### config.mk
export PLATFORM = sky130hd
export DESIGN_NAME = keypad_lock_sequencer
export DESIGN_NICKNAME = d
export VERILOG_FILES = /design/src/rtl/keypad_lock_sequencer.sv
export SDC_FILE = /design/constraint.sdc
export NUM_CORES = 1
export LEC_CHECK = 0
export CORE_MARGIN = 2
export CORE_UTILIZATION = 61
export CTS_BUF_LIST = sky130_fd_sc_hd__clkbuf_8
export CTS_CLUSTER_DIAMETER = 60
export DETAILED_ROUTE_END_ITERATION = 16
export PLACE_DENSITY = 0.94
export SLEW_MARGIN = 0
export SYNTH_ARGS = -nofsm -noshare
export SYNTH_HDL_FRONTEND = slang
export SYNTH_SLANG_ARGS = --single-unit
### constraint.sdc
create_clock -name clk -period 5.47 [get_ports clk]
set_input_delay 0.8205 -clock clk [delete_from_list [all_inputs] [get_ports clk]]
set_output_delay 0.8205 -clock clk [all_outputs]
set_load 0.03 [all_outputs]
### src/rtl/keypad_lock_sequencer.sv
// Keypad front-end for the digit-lock datapath: digit-cell writes,
// compare/clear strobes, unlock, lockout and password change.
module keypad_lock_sequencer #(
   parameter int MAX_DIGITS  = 6,
   parameter int MIN_DIGITS  = 4,
   parameter int OPEN_CYCLES = 1000,
   parameter int LOCK_CYCLES = 5000,
   parameter int MAX_FAILS   = 3,
   parameter int CMP_LAT     = 1
) (
   input  logic                  clk,
   input  logic                  reset_n,
   input  logic                  key_valid,
   input  logic [3:0]            key_code,
   input  logic                  match,
   output logic [3:0]            st_data,
   output logic [MAX_DIGITS-1:0] st_cs,
   output logic                  st_wr_in,
   output logic                  st_in_clr,
   output logic                  st_ans_wr,
   output logic                  st_ans_init,
   output logic                  st_compare,
   output logic [2:0]            digit_count,
   output logic [1:0]            fail_count,
   output logic                  unlock,
   output logic                  alarm,
   output logic                  key_err
);

   typedef enum logic [2:0] {
      S_ENTRY, S_CHECK, S_WAIT, S_OPEN,
      S_SET, S_SET_CLR, S_LOCK
   } state_t;

   localparam logic [2:0]  MAX_D   = 3'(MAX_DIGITS);
   localparam logic [2:0]  MIN_D   = 3'(MIN_DIGITS);
   localparam logic [1:0]  MAX_F   = 2'(MAX_FAILS);
   localparam logic [12:0] OPEN_LD = 13'(OPEN_CYCLES - 1);
   localparam logic [12:0] LOCK_LD = 13'(LOCK_CYCLES - 1);
   localparam logic [12:0] CMP_LD  = 13'(CMP_LAT);
   localparam logic [MAX_DIGITS-1:0] CS_ONE = MAX_DIGITS'(1);

   state_t                state, state_n;
   logic [12:0]           timer, timer_n;
   logic [2:0]            ans_len, ans_len_n;
   logic [2:0]            cnt_n;
   logic [1:0]            fail_n, fail_inc;
   logic [3:0]            data_n;
   logic [MAX_DIGITS-1:0] cs_n;
   logic                  wr_n, clr_n, ans_wr_n, cmp_n, err_n;
   logic                  unlock_n, alarm_n;
   logic                  is_dig, is_star, is_hash, tmr_zero;
   logic                  take_dig;

   assign is_dig   = key_valid && (key_code <= 4'd9);
   assign is_star  = key_valid && (key_code == 4'hA);
   assign is_hash  = key_valid && (key_code == 4'hB);
   assign tmr_zero = (timer == '0);
   assign fail_inc = (fail_count == MAX_F) ? fail_count
                                           : fail_count + 2'd1;

   always_comb begin
      state_n   = state;
      timer_n   = timer;
      ans_len_n = ans_len;
      cnt_n     = digit_count;
      fail_n    = fail_count;
      data_n    = st_data;
      cs_n      = '0;
      wr_n      = 1'b0;
      clr_n     = 1'b0;
      ans_wr_n  = 1'b0;
      cmp_n     = 1'b0;
      err_n     = 1'b0;
      unlock_n  = unlock;
      alarm_n   = alarm;
      take_dig  = 1'b0;

      unique case (state)
         S_ENTRY: begin
            unique case (1'b1)
               is_dig: take_dig = 1'b1;
               is_star: begin
                  if (digit_count >= MIN_D) begin
                     state_n = S_CHECK;
                  end else begin
                     err_n = 1'b1;
                     clr_n = 1'b1;
                     cnt_n = '0;
                  end
               end
               is_hash: begin
                  clr_n = 1'b1;
                  cnt_n = '0;
               end
               default: ;
            endcase
         end
         S_CHECK: begin
            cmp_n   = 1'b1;
            timer_n = CMP_LD;
            state_n = S_WAIT;
         end
         S_WAIT: begin
            if (!tmr_zero) begin
               timer_n = timer - 13'd1;
            end else begin
               clr_n = 1'b1;
               cnt_n = '0;
               if (match && (digit_count == ans_len)) begin
                  state_n  = S_OPEN;
                  fail_n   = '0;
                  unlock_n = 1'b1;
                  timer_n  = OPEN_LD;
               end else if (fail_inc == MAX_F) begin
                  state_n = S_LOCK;
                  fail_n  = fail_inc;
                  alarm_n = 1'b1;
                  timer_n = LOCK_LD;
               end else begin
                  state_n = S_ENTRY;
                  fail_n  = fail_inc;
               end
            end
         end
         S_OPEN: begin
            if (tmr_zero) begin
               state_n  = S_ENTRY;
               unlock_n = 1'b0;
            end else if (is_hash) begin
               state_n  = S_SET;
               unlock_n = 1'b0;
               timer_n  = OPEN_LD;
            end else begin
               timer_n = timer - 13'd1;
            end
         end
         S_SET: begin
            // expiry outranks a key arriving in the same cycle
            if (tmr_zero) begin
               clr_n   = 1'b1;
               cnt_n   = '0;
               state_n = S_ENTRY;
            end else if (key_valid) begin
               timer_n = OPEN_LD;
               unique case (1'b1)
                  is_dig: take_dig = 1'b1;
                  is_star: begin
                     clr_n   = 1'b1;
                     cnt_n   = '0;
                     state_n = S_ENTRY;
                  end
                  is_hash: begin
                     if (digit_count >= MIN_D) begin
                        ans_wr_n  = 1'b1;
                        ans_len_n = digit_count;
                        state_n   = S_SET_CLR;
                     end else begin
                        err_n = 1'b1;
                     end
                  end
                  default: ;
               endcase
            end else begin
               timer_n = timer - 13'd1;
            end
         end
         S_SET_CLR: begin
            clr_n   = 1'b1;
            cnt_n   = '0;
            state_n = S_ENTRY;
         end
         S_LOCK: begin
            if (tmr_zero) begin
               state_n = S_ENTRY;
               fail_n  = '0;
               alarm_n = 1'b0;
            end else begin
               timer_n = timer - 13'd1;
            end
         end
         default: state_n = S_ENTRY;
      endcase

      if (take_dig) begin
         if (digit_count < MAX_D) begin
            data_n = key_code;
            cs_n   = CS_ONE << digit_count;
            wr_n   = 1'b1;
            cnt_n  = digit_count + 3'd1;
         end else begin
            err_n = 1'b1;
         end
      end
   end

   always_ff @(posedge clk or negedge reset_n) begin
      if (!reset_n) begin
         state       <= S_ENTRY;
         timer       <= '0;
         ans_len     <= MIN_D;
         digit_count <= '0;
         fail_count  <= '0;
         st_data     <= '0;
         st_cs       <= '0;
         st_wr_in    <= 1'b0;
         st_in_clr   <= 1'b1;
         st_ans_wr   <= 1'b0;
         st_ans_init <= 1'b1;
         st_compare  <= 1'b0;
         unlock      <= 1'b0;
         alarm       <= 1'b0;
         key_err     <= 1'b0;
      end else begin
         state       <= state_n;
         timer       <= timer_n;
         ans_len     <= ans_len_n;
         digit_count <= cnt_n;
         fail_count  <= fail_n;
         st_data     <= data_n;
         st_cs       <= cs_n;
         st_wr_in    <= wr_n;
         st_in_clr   <= clr_n;
         st_ans_wr   <= ans_wr_n;
         st_ans_init <= 1'b0;
         st_compare  <= cmp_n;
         unlock      <= unlock_n;
         alarm       <= alarm_n;
         key_err     <= err_n;
      end
   end

endmodule

==> metrics.sh, run 1 <==
STARTPOINT_TYPE='input pin'
MAXIMUM_RESISTIVE_DROP_ON_VDD_V=0.000290
FLOORPLAN.INITIALDENSITY=0.634
YOSYS_REGISTER_BITS=42
STATUS='finished clean'
SYNTH.AREA.TOP_CELLS='sky130_fd_sc_hd__dfrtp_1 42%, sky130_fd_sc_hd__ha_1 3.8%, sky130_fd_sc_hd__dfstp_2 3.4%, sky130_fd_sc_hd__mux2_1 2.9%, sky130_fd_sc_hd__a21oi_1 2.6%'
CRITICALPATHCATEGORY='input pin to flop'
POST_CTS_HOLD_BUFFERS=0
CTS.CLK_SLEW.WORST_PATHS_PS=80
FP-ROW-COUNT=22
IOPINCOUNT=31
FLOORPLAN.CORE_AREA_UM2=3630
MAXIMUM_NUMBER_OF_PINS_ON_ONE_NET_BEFORE_GLOBAL_ROUTE_REPAIR=43
DIEHEIGHT_UM=65.5
YS_SEQ_AREA_FRAC=0.458
WORST_HOLD_PATH_TYPE='flop to flop'
SYN-NUM-NETS=239
FIN_TNS_SETUP_PS=0
SYNTH_TOP_CELL_BY_AREA='sky130_fd_sc_hd__dfrtp_1'
ROUTE.DETAILED.WL_PER_INST_UM=16.7
GROUTE.USAGE.OVERALL=0.266
CP-END-KIND='flop'
MAXCLOCKFREQUENCY_MHz=374
CLOCK_SINK_COUNT=42
TIMING.HOLD.WS_PS=494
YOSYS.CELL_TYPES.COUNT=62
DIE_X_UM=65.5
ROOT_BUFFER_CELL='sky130_fd_sc_hd__clkbuf_8'
ANTENNA_CELLS=0
YS_WARN_COUNT=0
CLOCK_SKEW_PS=7.98
FINALSETUPVIOLATIONS=0
CTSLONGESTPATHBUFFERS=2
TRITONCTS_CLOCK_TREE='yes'
GRT_REMAINING_OVERFLOW=0
DETAIL_ROUTE.VIAS_PER_CELL=6.40
MAXSLEWHEADROOM=0.412
DRV_CAP=0
POST_CTS_REPAIR_SETUP_BUFFERS=0
FINAL_MAX_SLEW_VIOL_COUNT=0
LAYOUT-DRIVE-GT1-SHARE=0.106
DRC=0
WORST_PATH_LARGEST_CELL_DELAY_PS=490
HOLD_VIOL_FINAL=0
ANT_NETS=0
DP.FINAL_HPWL_MM=3.64
CRITPATHMAXFANOUT=7
FIN_NETS=269
MAXIMUM_LEVEL_OF_THE_CTS_H_TREE=2
MAX_SLEW.WORST_PIN.SLEW_PS=882
POST_SYNTH_INSTANCE_AREA_UM2=2300
WORST-ENDPOINT-REQUIRED_PS=5660
POWER_LEAKAGE_uW=0.00122
SYNTH-EDFF-COUNT=0
WORST_EP_ARRIVAL_TIME_PS=2860
BUFFER_PORTS.INSERTED=30
FINAL.MIN_CLOCK_PERIOD_PS=2670
DETAILEDROUTE.FIRSTPASSITERATIONCOUNT=5
NUMBER_OF_ANTENNA_VIOLATIONS_AT_THE_FIRST_CHECK_IN_GLOBAL_ROUTING=0
POWER_DENSITY_nW_PER_UM2=573
CRIT_CHAIN='clkdlybuf4s50_1 -> and4b_1 -> a41oi_1 -> a21boi_1 -> o21ai_0 -> a221o_1'
DIE_AREA_UM2=4290
INITIALDRTVIOLATIONCOUNT=241
SYNTH_LARGEST_TYPE_AREA_FRACTION=0.423
VIA_COUNT=1940
FINALCRITPERIODSHARE=0.489
GP_ROUTABILITY_CONGESTION=0.954
AVGSYNTHCELLAREA_UM2=10.3
CLK-INSERTION-DELAY-LATE_PS=300
WIRE_LENGTH_OF_THE_FIRST_GLOBAL_ROUTING_PASS_MM=8.63
CELL_COUNT_AFTER_SYNTHESIS=224
ASYNCSETRESETFLOPFRACSYNTH=1.00
CP_SLOWEST_CELL='sky130_fd_sc_hd__clkdlybuf4s50_1'
POST_CTS_RESIZED=0
CTS_MADE_BUFFERS=5
DOMINANTREGCELLSYNTH='sky130_fd_sc_hd__dfrtp_1'
SYNTHTOLAYOUTAREAGROWTH_PCT=18.5
GRT_PASS1_VIAS=1778
RSZ_0062_RAISED_AFTER_GLOBAL_ROUTING='false'
WIRELENGTH_MM=5.07
FILLCELLCOUNT=261
## power by group
group,internal [µW],leakage [µW],switching (µW)
Sequential,410,0.000539,130
Combinational,330,0.000622,464
Clock,133,0.0000607,99.7
## worst paths after layout
path / startpoint / to / slack (ps) / depth (start not counted)
min in group asynchronous: reset_n / digit_count[2]$_DFF_PN0_ / 640 / 1
max in group asynchronous: reset_n / unlock$_DFFE_PN0P_ / 4280 / 1
setup reg to reg: timer[0]$_DFFE_PN0P_ / timer[6]$_DFFE_PN0P_ / 2970 / 7
setup / recovery: key_valid / timer[8]$_DFFE_PN0P_ / 2800 / 6
hold / removal: st_data[2]$_DFFE_PN0P_ / st_data[2]$_DFFE_PN0P_ / 490 / 1
hold reg to reg: st_data[2]$_DFFE_PN0P_ / st_data[2]$_DFFE_PN0P_ / 490 / 1
## critical path, delay by kind of cell
kind	cells	cell delay [ps]
buffers and inverters	1	490
and+or+nand+nor	1	310
AOI/OAI and AO/OA	4	1240
## layer usage
layer | vias to the layer above | routed length [µm] | track usage
met4 | 0 | 68 | 0.0859
met3 | 9 | 413 | 0.0736
li1 | 892 | - | -
met2 | 103 | 2390 | 0.413
met5 | - | 0 | 0
met1 | 936 | 2210 | 0.364
## sequential cells by signal, summed over array words and instances (netlist names), 2 cells and up
| name | count |
|---|---|
| digit_count | 3 |
| timer | 13 |
| st_data | 4 |
| fail_count | 2 |
| st_cs | 6 |
| state | 3 |
| ans_len | 3 |
## synthesized netlist by cell type (4+ instances only)
master / number
sky130_fd_sc_hd__a21o_1: 4
sky130_fd_sc_hd__nor2_1: 14
sky130_fd_sc_hd__and2_1: 5
sky130_fd_sc_hd__a22o_1: 4
sky130_fd_sc_hd__o22ai_1: 6
sky130_fd_sc_hd__buf_2: 4
sky130_fd_sc_hd__and3_1: 4
sky130_fd_sc_hd__a21oi_1: 12
sky130_fd_sc_hd__o21ai_0: 9
sky130_fd_sc_hd__nand2b_1: 5
sky130_fd_sc_hd__inv_1: 11
sky130_fd_sc_hd__ha_1: 7
sky130_fd_sc_hd__a31oi_1: 4
sky130_fd_sc_hd__mux2_1: 6
sky130_fd_sc_hd__nor3_1: 6
sky130_fd_sc_hd__nand2_1: 15
sky130_fd_sc_hd__dfrtp_1: 39
## per-stage QoR
stage / util / cell area, µm² / worst slack [ps] / power [µW] / std cells
after global placement: 0.722 / 2630 / 2620 / 1300 / 295
after floorplan: - / 2300 / 3220 / 1090 / 224
after CTS: 0.752 / 2730 / 2840 / 1560 / 303
after global routing: 0.752 / 2730 / 2620 / 1670 / 303
final: 0.752 / 2730 / 2800 / 1570 / 303
after detailed placement: 0.722 / 2630 / 2550 / 1330 / 295
## cells in the final DEF (no fill, tap or decap), drive strengths merged, types with 3 or more instances in the layout
cell type | synthesis | routed
dfrtp | 39 | 39
clkdlybuf4s50 | 0 | 29
nand2 | 15 | 15
nor2 | 15 | 15
a21oi | 14 | 14
inv | 11 | 13
o21ai | 11 | 11
mux2 | 8 | 8
ha | 7 | 7
nor3 | 7 | 7
o22ai | 7 | 7
nand2b | 5 | 5
and2 | 5 | 5
clkbuf | 2 | 5
a22o | 4 | 4
and3 | 4 | 4
a31oi | 4 | 4
a21o | 4 | 4
nand4 | 4 | 4
nor4 | 4 | 4
or3 | 3 | 3
xnor2 | 3 | 3
nand3 | 3 | 3
o31ai | 3 | 3
dfstp | 3 | 3
## area by class of cell
cell class	instances	area, µm²	area share
clock inverter	3	37.5	0.0137
inverter	11	41.3	0.0151
clock buffer	5	68.8	0.0252
tap	48	60.1	0.0220
timing repair buffer	30	295	0.108
multi-input combinational	164	1170	0.430
sequential	42	1050	0.386
## logic make-up (layout without fill, tap and decap cells)
group	Yosys count	count (layout)	synth area share
XOR/XNOR	4	4	0.0152
flip-flops	42	42	0.458
buffers and inverters	18	49	0.0331
adder cells (fa/ha/maj)	7	7	0.0380
multiplexers	8	8	0.0391
other	1	1	0.00163
AND/OR/NAND/NOR	77	77	0.198
AO/OA/AOI/OAI	67	67	0.218
No activity file was read; power rests on OpenSTA's default activity.
==> run 2, diff against run 1 <==
- CORE_UTILIZATION: 61 -> 57
- PLACE_DENSITY: 0.94 -> 0.89
- clock period: 5.47 -> 2.78 ns (I/O delays scaled with it)
==> run 2 against run 1 <==
Worst hold slack got worse by 250 ps. Critical path type is now flop to flop. Clock skew increased by 2.0 ps. Design area increased by 0.23%. Global-route usage decreased by 1.6 points. Via count decreased by 2.5%.
==> metrics.sh, run 2 (synthesis results as in run 1) <==
STATUS='finished clean'
MAX_SLEW.WORST_PIN.SLEW_PS=907
WORST_EP_ARRIVAL_TIME_PS=2570
LAYOUT-DRIVE-GT1-SHARE=0.121
DP.FINAL_HPWL_MM=3.74
CTSLONGESTPATHBUFFERS=2
TOP_REGISTER='timer'
FIN_TNS_SETUP_PS=0
DETAIL_ROUTE.VIAS_PER_CELL=6.16
CP_SLOWEST_CELL='sky130_fd_sc_hd__and4_1'
MAXIMUM_LEVEL_OF_THE_CTS_H_TREE=2
CP-END-KIND='flop'
WORST_PATH_DOMINANT_CELL_FAMILY='simple AND/OR/NAND/NOR gates'
FLOORPLAN.CORE_AREA_UM2=3940
DIE_AREA_UM2=4570
VIA_COUNT=1892
LAYOUT.CELLS.MOST_COMMON_LIST='39 x sky130_fd_sc_hd__dfrtp_1, 29 x sky130_fd_sc_hd__clkdlybuf4s50_1, 15 x sky130_fd_sc_hd__nand2_1, 14 x sky130_fd_sc_hd__nor2_1, 12 x sky130_fd_sc_hd__a21oi_1'
DR_WL_MET2_MM=2.56
LAYOUT_COMMONEST_CELL='sky130_fd_sc_hd__dfrtp_1'
RSZ_0062_RAISED_AFTER_GLOBAL_ROUTING='false'
STARTPOINT_TYPE='flop'
FIN_NETS=271
ANT_NETS=0
FINAL_MAX_SLEW_VIOL_COUNT=0
POST_CTS_REPAIR_SETUP_BUFFERS=0
FF2FF_SETUP_SLACK_PS=450
WORST-ENDPOINT-REQUIRED_PS=3010
ROUTE.DETAILED.WL_PER_INST_UM=16.8
ANTENNA_CELLS=0
POWER_DENSITY_nW_PER_UM2=1120
FP-ROW-COUNT=23
DETAILEDROUTE.FIRSTPASSITERATIONCOUNT=5
MAXIMUM_RESISTIVE_DROP_ON_VDD_V=0.000631
INITIALDRTVIOLATIONCOUNT=242
DRC=0
GP_ROUTABILITY_CONGESTION=0.969
CRITPATHMAXFANOUT=12
DIEHEIGHT_UM=67.6
WORST_HOLD_PATH_TYPE='input pin to asynchronous set/reset pin'
CTS.CLK_SLEW.WORST_PATHS_PS=80
FINALSETUPVIOLATIONS=0
IOPINCOUNT=31
FINALCRITPERIODSHARE=0.839
MAXSLEWHEADROOM=0.395
GRT_REMAINING_OVERFLOW=0
MAXCLOCKFREQUENCY_MHz=429
LARGEST_REG_FLOPS=13
POWER_LEAKAGE_uW=0.00122
SYNTHTOLAYOUTAREAGROWTH_PCT=18.8
POST_CTS_HOLD_BUFFERS=0
CLK-INSERTION-DELAY-LATE_PS=300
GROUTE.USAGE.OVERALL=0.250
PATH_BUF_INV=1
BUFFER_PORTS.INSERTED=30
CRITICALPATHCATEGORY='flop to flop'
TRITONCTS_CLOCK_TREE='yes'
GRT_PASS1_VIAS=1781
FINAL.MIN_CLOCK_PERIOD_PS=2330
DRV_CAP=0
ROOT_BUFFER_CELL='sky130_fd_sc_hd__clkbuf_8'
ROUTEDLENGTHMET1_MM=2.28
HOLD_VIOL_FINAL=0
CTS_MADE_BUFFERS=5
WIRE_LENGTH_OF_THE_FIRST_GLOBAL_ROUTING_PASS_MM=8.54
DIE_X_UM=67.6
WL_MET3_UM=267
MAXIMUM_NUMBER_OF_PINS_ON_ONE_NET_BEFORE_GLOBAL_ROUTE_REPAIR=43
NUMBER_OF_ANTENNA_VIOLATIONS_AT_THE_FIRST_CHECK_IN_GLOBAL_ROUTING=0
TIMING.HOLD.WS_PS=246
CLOCK_SINK_COUNT=42
POST_CTS_RESIZED=0
FLOORPLAN.INITIALDENSITY=0.585
WORST_PATH_LARGEST_CELL_DELAY_PS=470
ROUTE.TOP_LAYER_USED='met4'
CLOCK_SKEW_PS=10.0
CRIT_CHAIN='inv_1 -> ha_1 -> nor4b_2 -> and4_1 -> a21oi_2 -> nor4_2 -> mux2_2'
WIRELENGTH_MM=5.17
REG.LARGEST.LIST='timer x13, st_cs x6, st_data x4'
[run 2: cell count changes in the layout (fill, tap and decap cells not counted)]
cell and delta:
sky130_fd_sc_hd__inv_1 -2, sky130_fd_sc_hd__bufinv_16 -1, sky130_fd_sc_hd__buf_4 +2, sky130_fd_sc_hd__clkinvlp_4 +1, sky130_fd_sc_hd__clkbuf_8 +1, sky130_fd_sc_hd__clkinv_2 +1
[run 2: metrics by stage]
step	worst slack [ps]	instances	utilization	area [µm²]	total power, µW
after floorplan	792	224	-	2300	2150
after global placement	430	299	0.670	2640	2570
after detailed placement	376	299	0.670	2640	2630
after CTS	476	307	0.694	2740	3050
after global routing	286	307	0.694	2740	3260
final	447	307	0.694	2740	3050
[run 2: power breakdown]
group | switching, µW | internal (µW) | leakage (µW)
combinational | 926 | 662 | 0.000631
clock | 209 | 200 | 0.0000472
sequential | 253 | 806 | 0.000539
[run 2: cell type report]
| type | count | area [µm²] |
|---|---|---|
| clock buffers | 6 | 82.6 |
| multi-input cells | 164 | 1170 |
| fillers | 309 | 1200 |
| clock inverters | 2 | 12.5 |
| repair buffers | 32 | 310 |
| inverters | 11 | 41.3 |
| flip-flops and latches | 42 | 1050 |
| well taps | 50 | 62.6 |
[run 2: final timing paths]
check | from | endpoint | depth (start not counted)
max in group asynchronous | reset_n | st_compare$_DFF_PN0_ | 1
max reg2reg | timer[0]$_DFFE_PN0P_ | digit_count[0]$_DFF_PN0_ | 7
min reg2reg | st_data[3]$_DFFE_PN0P_ | st_data[3]$_DFFE_PN0P_ | 1
min in group clk | st_data[3]$_DFFE_PN0P_ | st_data[3]$_DFFE_PN0P_ | 1
max | timer[0]$_DFFE_PN0P_ | digit_count[0]$_DFF_PN0_ | 7
min | reset_n | timer[10]$_DFFE_PN0P_ | 1
[run 2: routing by layer]
| layer | vias up | GRT usage |
|---|---|---|
| met3 | 7 | 0.0483 |
| met5 | - | 0 |
| met4 | 0 | 0.0765 |
| met2 | 78 | 0.400 |
| met1 | 911 | 0.344 |
| li1 | 896 | - |
